### config.mk
export PLATFORM = sky130hd
export DESIGN_NAME = pc_sequencer
export DESIGN_NICKNAME = d
export VERILOG_FILES = /design/src/rtl/pc_sequencer.sv
export SDC_FILE = /design/constraint.sdc
export NUM_CORES = 1
export LEC_CHECK = 0
export ABC_CLOCK_PERIOD_IN_PS = 2400
export CORE_MARGIN = 4
export CORE_UTILIZATION = 30
export CTS_BUF_LIST = sky130_fd_sc_hd__clkbuf_2
export DETAILED_ROUTE_END_ITERATION = 7
export PLACE_DENSITY = 0.61
export SYNTH_ARGS = -nofsm -noshare
export SYNTH_HDL_FRONTEND = slang
export SYNTH_SLANG_ARGS = --single-unit
### constraint.sdc
create_clock -name clk -period 2.4 [get_ports clk]
set_clock_uncertainty 0.05 [all_clocks]
set_input_delay 0.72 -clock clk [delete_from_list [all_inputs] [get_ports clk]]
set_output_delay 0.72 -clock clk [all_outputs]
set_load 0.01 [all_outputs]
### src/rtl/pc_sequencer.sv
// Fetch-stage program-counter sequencer: owns the PC, issues instruction fetches and
// sequences redirects, flushes and misaligned-target traps. Optional stats: PC_SEQ_STATS_EN.
module pc_sequencer #(
  parameter logic [31:0] RESET_VECTOR = 32'h0000_0000,
  parameter logic [31:0] TRAP_VECTOR  = 32'h0000_0100,
  parameter int unsigned FLUSH_CYCLES = 2
) (
  input  logic        clk,
  input  logic        rst_n,
  input  logic        ex_valid,
  input  logic [1:0]  flag_branch,
  input  logic        branch_taken,
  input  logic [31:0] address_target,
  input  logic        stall,
  input  logic        imem_ready,
  output logic        imem_req,
  output logic [31:0] imem_addr,
  output logic        flush,
  output logic        misalign_trap,
  output logic [31:0] mtval
`ifdef PC_SEQ_STATS_EN
  ,
  output logic [31:0] redirect_count,
  output logic [15:0] trap_count
`endif
);

  typedef enum logic [1:0] {
    S_RESET = 2'd0,
    S_FETCH = 2'd1,
    S_FLUSH = 2'd2
  } state_e;

  typedef enum logic [1:0] {
    BR_NONE = 2'b00,
    BR_JAL  = 2'b01,
    BR_JALR = 2'b10,
    BR_COND = 2'b11
  } branch_e;

  localparam logic [3:0] FLUSH_INIT = 4'(FLUSH_CYCLES);

  state_e      state_q, state_d;
  logic [31:0] pc_q, pc_d;
  logic [3:0]  cnt_q, cnt_d;
  logic        flush_q, flush_d;
  logic        trap_q, trap_d;
  logic [31:0] mtval_q, mtval_d;

  logic    is_xfer;
  logic    redirect;
  logic    misaligned;
  logic    fetch_fire;
  branch_e br_kind;

  // Control-transfer decode; only acted on while fetching, so killed EX slots are ignored.
  always_comb begin
    br_kind    = branch_e'(flag_branch);
    is_xfer    = 1'b0;
    unique case (br_kind)
      BR_JAL, BR_JALR: is_xfer = 1'b1;
      BR_COND:         is_xfer = branch_taken;
      default:         is_xfer = 1'b0;
    endcase
    redirect   = (state_q == S_FETCH) & ex_valid & is_xfer;
    misaligned = (address_target[1:0] != 2'b00);
    imem_req   = rst_n & (state_q == S_FETCH) & ~stall & ~redirect;
    fetch_fire = imem_req & imem_ready;
  end

  always_comb begin
    // NOTE: every always_comb target gets a default first so no path can infer a latch.
    state_d = state_q;
    pc_d    = pc_q;
    cnt_d   = cnt_q;
    flush_d = 1'b0;
    trap_d  = 1'b0;
    mtval_d = mtval_q;

    unique case (state_q)
      S_RESET: state_d = S_FETCH;

      S_FETCH: begin
        if (redirect) begin
          state_d = S_FLUSH;
          cnt_d   = FLUSH_INIT;
          flush_d = 1'b1;
          if (misaligned) begin
            pc_d    = TRAP_VECTOR;
            mtval_d = address_target;
            trap_d  = 1'b1;
          end else begin
            pc_d = address_target;
          end
        end else if (fetch_fire) begin
          pc_d = pc_q + 32'd4;
        end
      end

      S_FLUSH: begin
        // flush_q is already high for this cycle; keep it only while more cycles remain.
        if (cnt_q <= 4'd1) begin
          cnt_d   = 4'd0;
          state_d = S_FETCH;
        end else begin
          cnt_d   = cnt_q - 4'd1;
          flush_d = 1'b1;
        end
      end

      default: state_d = S_RESET;
    endcase
  end

`ifdef PC_SEQ_STATS_EN
  logic [31:0] redirect_count_q, redirect_count_d;
  logic [15:0] trap_count_q, trap_count_d;

  // Saturating event counters; they stick at all-ones rather than wrapping.
  always_comb begin
    redirect_count_d = redirect_count_q;
    trap_count_d     = trap_count_q;
    if (redirect && (redirect_count_q != '1)) redirect_count_d = redirect_count_q + 32'd1;
    if (redirect && misaligned && (trap_count_q != '1)) trap_count_d = trap_count_q + 16'd1;
  end

  assign redirect_count = redirect_count_q;
  assign trap_count     = trap_count_q;
`endif

  always_ff @(posedge clk) begin
    // NOTE: state registers use non-blocking assignment so every flop samples pre-edge values.
    if (!rst_n) begin
      state_q <= S_RESET;
      pc_q    <= RESET_VECTOR;
      cnt_q   <= 4'd0;
      flush_q <= 1'b0;
      trap_q  <= 1'b0;
      mtval_q <= 32'd0;
`ifdef PC_SEQ_STATS_EN
      redirect_count_q <= 32'd0;
      trap_count_q     <= 16'd0;
`endif
    end else begin
      state_q <= state_d;
      pc_q    <= pc_d;
      cnt_q   <= cnt_d;
      flush_q <= flush_d;
      trap_q  <= trap_d;
      mtval_q <= mtval_d;
`ifdef PC_SEQ_STATS_EN
      redirect_count_q <= redirect_count_d;
      trap_count_q     <= trap_count_d;
`endif
    end
  end

  assign imem_addr     = pc_q;
  assign flush         = flush_q;
  assign misalign_trap = trap_q;
  assign mtval         = mtval_q;

endmodule
==> flow_summary.ini, run 1 <==
[die]
core_sq_mm = 0.0110
initial_core_util_pct = 31.1
die_w_microns = 115
die_area_sq_mm = 0.0132
num_io_pins = 107
std_cell_rows = 38
die_height_microns = 115

[sta]
clock.fmax_ghz = 0.423
hold_viol = 0
slew_headroom_pct = 63.6
setup_violations = 0
period_needed_ps = 2360
tightest_slew_ps = 546
rsz0062_at_grt = true
slew_violations = 0
fin_crit_sh_pct = 98.4

[finish]
stdcell_area_sq_mm = 0.00524
syn2layout_area_growth_pct = 53.2
final_core_util_pct = 47.7
drive_gt1_share_pct = 21.8
antenna_cells = 0
fin_nets = 614

[yosys]
netlist_area_sq_mm = 0.00342
syn-mean-instance-area_sq_um = 8.24
ys_ff_latch = 72
synth_area_leaders = dfxtp_1 42%, nand2_1 11%, a21oi_1 6.9%
ys.flop_type = dfxtp_1
synth_top_area_share_pct = 42.2
syn_nets = 464
synth_edf_count = 0
ys_types = 53
yosys.area.top_type = dfxtp_1
synth_cells = 415
synth-async-reset-ratio_pct = 0
yosysWarnings = 0
yosysSeqAreaShare_pct = 42.2

[drt]
ant_nets = 0
wl_mm = 11.1
drt_drc_violations_left = 0
drt_pass1_iterations = 4
drtIter0Drc = 167
highest_layer = met4
vias = 3538
vias_per_cell = 4.98
wl_per_cell_microns = 15.6
drt-met1-wl_mm = 4.74
wl_met2_mm = 5.37
wl_met3_microns = 817

[grt]
grt_pass1_vias = 3547
grt_overflow_total = 0
grt_start_max_net_pins = 49
antenna_found_initial = 0
grt_first_pass_wirelength_mm = 17.6
gr-usage-all-layers_pct = 16.7

[pwr]
p_seq_share_pct = 43.0
peakVddDrop_uv = 251
power_density_mw_per_mm2 = 606
pwr-share-clk_pct = 25.2
cellInternalPower_w = 0.00218
share_comb_of_total_power_pct = 31.8
p_sw_share_pct = 31.3
p_leak_nw = 1.88
power.net_switching_w = 0.000993

[worst_setup_path]
arrival_ps = 1590
path_class = reg -> out
crit_family = buffers and inverters
slowest_delay_ps = 570
start_kind = register
cp_max_fo = 5
required_ps = 1630
slowest_stage = clkdlybuf4s50_1
end_kind = primary output
cp_cell_sequence = clkdlybuf4s50_1
critical_path_buf_inv_count = 1

[clocking]
clock_latency_ps = 530
cts_root_buffer = clkbuf_2
clk_path_buf_depth = 2
clock-sinks = 72
cts_hold_buf = 0
cts-buffers-inserted = 9
cts_tree = done
h-tree-depth = 3
clkTransAtPathRegs_ps = 250

[placement]
port_buffers = 106
hpwl_mm = 8.21
place.gp.congestion = 0.811
dpl-instance-area_sq_mm = 0.00492

[worst_hold_path]
hp-class = reg -> reg

[outcome]
status = finished clean

[job]
drv_cap = 0
metrics by stage:
stage	TNS [ps]	hold WS [ps]	setup slack (ps)	std cells	power (W)
final	0	420	37.6	710	0.00318
after global routing	-28.3	442	-28.3	710	0.00335
after CTS	-43.6	421	-43.6	710	0.00319
after detailed placement	-33760	397	-881	681	0.00220
after global placement	-30110	391	-834	681	0.00218
after floorplan	0	417	62.9	415	0.00178
layer usage:
layer,global-route usage [%],vias to the layer above
li1,-,1748
met1,19.9,1672
met2,29.2,104
met3,5.26,14
met4,4.30,0
met5,0,-
area by class of cell:
type	count	area, sq um
fillers	1072	5740
multi-input cells	310	1920
repair buffers	160	1500
flip-flops and latches	72	1470
well taps	140	175
clock inverters	6	83.8
clock buffers	10	50.0
inverters	12	45.0
repair_timing:
action                                  CTS  global route
gates resized for setup                  37            17
endpoints found under the setup margin   11            40
buffers inserted                         13             1
pin swaps                                 4             4
gates cloned                              0             0
layout by cell type, fill, tap and decap left out, drive strengths merged, types with 3 or more instances in the layout:
cell type	instances
nand2	100
clkdlybuf4s50	99
dfxtp	72
buf	57
a21oi	47
o21ai	19
xnor2	18
nand3	17
nor3	16
inv	12
nor2	11
clkbuf	10
nor4	10
nand4	9
ha	9
and3	7
xor2	6
a211oi	5
or3	4
clkinv	4
a31oi	3
dlygate4sd2	3
state kept, by name (all words and copies together), names as in the netlist:
register / flops
mtval: 32
imem_addr: 32
flush: 1
misalign_trap: 1
cnt_q: 4
state_q: 2
cells by family (layout without fill, tap and decap cells):
kind of cell	count (synthesis)	after routing	share of synthesized area, %
AOI/OAI and AO/OA	88	88	15.1
and+or+nand+nor	186	186	28.3
adders and majority gates	9	9	3.29
buffers and inverters	33	188	4.13
muxes	3	3	0.915
xor gates and xnor gates	24	24	6.15
DFF	72	72	42.2
final timing paths:
check,startpoint,endpoint,slack [ps],cells past startpoint
setup / recovery,imem_addr[22],imem_addr[22],40,1
setup reg to reg,state_q[1],cnt_q[0],180,14
hold reg to reg,mtval[19],mtval[19],420,2
hold / removal,mtval[19],mtval[19],420,2
power groups by stage:
stage	clock (W)	sequential, W	combinational [W]
after global routing	0.000858	0.00138	0.00111
after floorplan	0	0.00140	0.000383
after global placement	0	0.00137	0.000808
after detailed placement	0	0.00138	0.000824
final	0.000801	0.00137	0.00101
after CTS	0.000826	0.00136	0.00100
Yosys cell counts (2+ instances only):
cell	number
dfxtp_1	72
mux2i_1	2
nor3_1	12
nand3_1	17
o21ai_1	10
nor2_1	11
nand4_1	6
inv_1	12
buf_1	2
a211oi_1	5
clkbuf_1	10
o211a_1	2
nor4_1	7
nand2_1	100
nor3_2	4
buf_2	7
nor4b_2	2
and3_1	7
a31oi_1	3
a21oi_1	47
ha_1	9
or3_1	4
xnor2_1	18
nand4_2	2
xor2_1	6
o21ai_0	9
nor4_2	3
No activity file was read; power rests on OpenSTA's default activity.
==> run 2: changes to the inputs <==
Settings changed: CTS_CLUSTER_SIZE set to 20, SKIP_CTS_REPAIR_TIMING set to 1.
==> flow_summary.ini, run 2 (synthesis results as in run 1) <==
[job]
drv_cap = 0

[worst_hold_path]
hold_depth = 2
hp-class = reg -> reg

[die]
die_area_sq_mm = 0.0132
die_w_microns = 115
std_cell_rows = 38
num_io_pins = 107
initial_core_util_pct = 31.1
core_sq_mm = 0.0110
die_height_microns = 115

[outcome]
status = complete, but fails checks
failed_checks = negative setup slack

[drt]
drt_pass1_iterations = 4
ant_nets = 0
wl_mm = 11.1
wl_per_cell_microns = 15.8
vias = 3495
vias_per_cell = 4.99
drt_drc_violations_left = 0
drtIter0Drc = 221

[pwr]
peakVddDrop_uv = 235
pwr-share-clk_pct = 26.1
power.net_switching_w = 0.000965
p_sw_share_pct = 31.6
share_comb_of_total_power_pct = 29.0
p_leak_nw = 1.88
p_seq_share_pct = 44.9
power_density_mw_per_mm2 = 590
cellInternalPower_w = 0.00208

[finish]
fin_nets = 604
drive_gt1_share_pct = 19.1
antenna_cells = 0
syn2layout_area_growth_pct = 51.1
seqCellArea_sq_mm = 0.00147
final_cell_mix = 99 x nand2_1, 99 x clkdlybuf4s50_1, 53 x dfxtp_1, 46 x a21oi_1, 41 x buf_4
fillCellCount = 1089
multi_input_area_sq_mm = 0.00190
stdcell_count = 700
stdcell_area_sq_mm = 0.00517

[clocking]
cts_root_buffer = clkbuf_2
clock_latency_ps = 520
cts-buffers-inserted = 9
h-tree-depth = 3
clock-sinks = 72
cts_tree = done
clkTransAtPathRegs_ps = 180
clk_path_buf_depth = 2

[grt]
grt_overflow_total = 0
grt_pass1_vias = 3459
gr-usage-all-layers_pct = 16.3
antenna_found_initial = 0
grt_first_pass_wirelength_mm = 17.2
grt_start_max_net_pins = 49

[worst_setup_path]
required_ps = 1630
slowest_delay_ps = 210
cp_cell_sequence = dlymetal6s2s_1 -> inv_1 -> ha_4 -> a21oi_4 -> o31ai_4 -> nor3_2 -> buf_2
slowest_stage = ha_4
arrival_ps = 1640
r2r_cells = 8
cp.depth = 7
crit_family = buffers and inverters
path_class = in -> out
end_kind = primary output
cp_max_fo = 2
critical_path_buf_inv_count = 3
start_kind = primary input

[sta]
rsz0062_at_grt = true
slew_violations = 0
tightest_slew_ps = 557
period_needed_ps = 2410
holdWs_ps = 420
hold_viol = 0
fin_crit_sh_pct = 101
slew_headroom_pct = 62.8
setup_ws_ps = -14.7
clock.fmax_ghz = 0.414
setup_violations = 1

[placement]
dpl-instance-area_sq_mm = 0.00492
hpwl_mm = 8.21
port_buffers = 106
dp.cells = 681
place.gp.congestion = 0.811
run 2: changes by cell type in the layout (fill, tap and decap cells not counted), sizes merged:
cell,before,now
dlymetal6s2s,1,6
dlygate4sd2,3,0
buf,57,45
run 2: per-layer routing:
| layer | part of all wire, % | GRT usage [%] | up-vias | wire (microns) |
|---|---|---|---|---|
| li1 | - | - | 1725 | - |
| met1 | 43 | 19.7 | 1643 | 4720 |
| met2 | 49 | 28.6 | 115 | 5390 |
| met3 | 7.6 | 5.26 | 12 | 838 |
| met4 | 1.1 | 3.60 | 0 | 120 |
| met5 | 0 | 0 | - | 0 |
run 2: worst reg2reg max path, delay by kind of cell (launching register included):
family / cells / cell delay [ps]
adder cells (fa/ha/maj): 1 / 180
XOR/XNOR: 1 / 160
AND/OR/NAND/NOR: 3 / 730
buffers and inverters: 2 / 360
AO/OA/AOI/OAI: 1 / 70
flip-flops: 1 / 430
run 2: final timing paths:
kind / startpoint / end / slack (ps)
setup reg to reg: state_q[0] / imem_addr[15] / 350
hold / removal: mtval[11] / mtval[11] / 420
setup / recovery: flag_branch[0] / imem_req / -10
hold reg to reg: mtval[11] / mtval[11] / 420
run 2: area by class of cell:
cell class              count  area share (%)
clock buffers              10           0.969
clock inverters             6            1.62
inverters                  12           0.872
multi-input cells         310            36.8
flip-flops and latches     72            28.5
well taps                 140            3.39
repair buffers            150            27.9
run 2: power by group through the flow:
stage | clock (W) | sequential [W] | combinational, W
floorplan | 0 | 0.00140 | 0.000383
global placement | 0 | 0.00137 | 0.000808
detailed placement | 0 | 0.00138 | 0.000824
CTS | 0.000826 | 0.00135 | 0.000829
global route | 0.000860 | 0.00138 | 0.000969
finish | 0.000797 | 0.00137 | 0.000883
run 2: through the flow:
stage                     setup slack [ps]  setup TNS (ps)  power (W)  util, %
after detailed placement              -881          -33760    0.00220     44.8
final                                -14.7           -14.7    0.00305     47.0
after global placement                -834          -30110    0.00218     44.8
after CTS                             -887           -1060    0.00301     46.0
after floorplan                       62.9               0    0.00178        -
after global routing                 -84.4           -84.4    0.00321     47.0
==> run 3: changes to the inputs <==
Settings changed: CTS_CLUSTER_SIZE 20 to unset.
==> results of run 3 <==
Same layout as run 2: the final DEF is identical, and so are final timing and power.
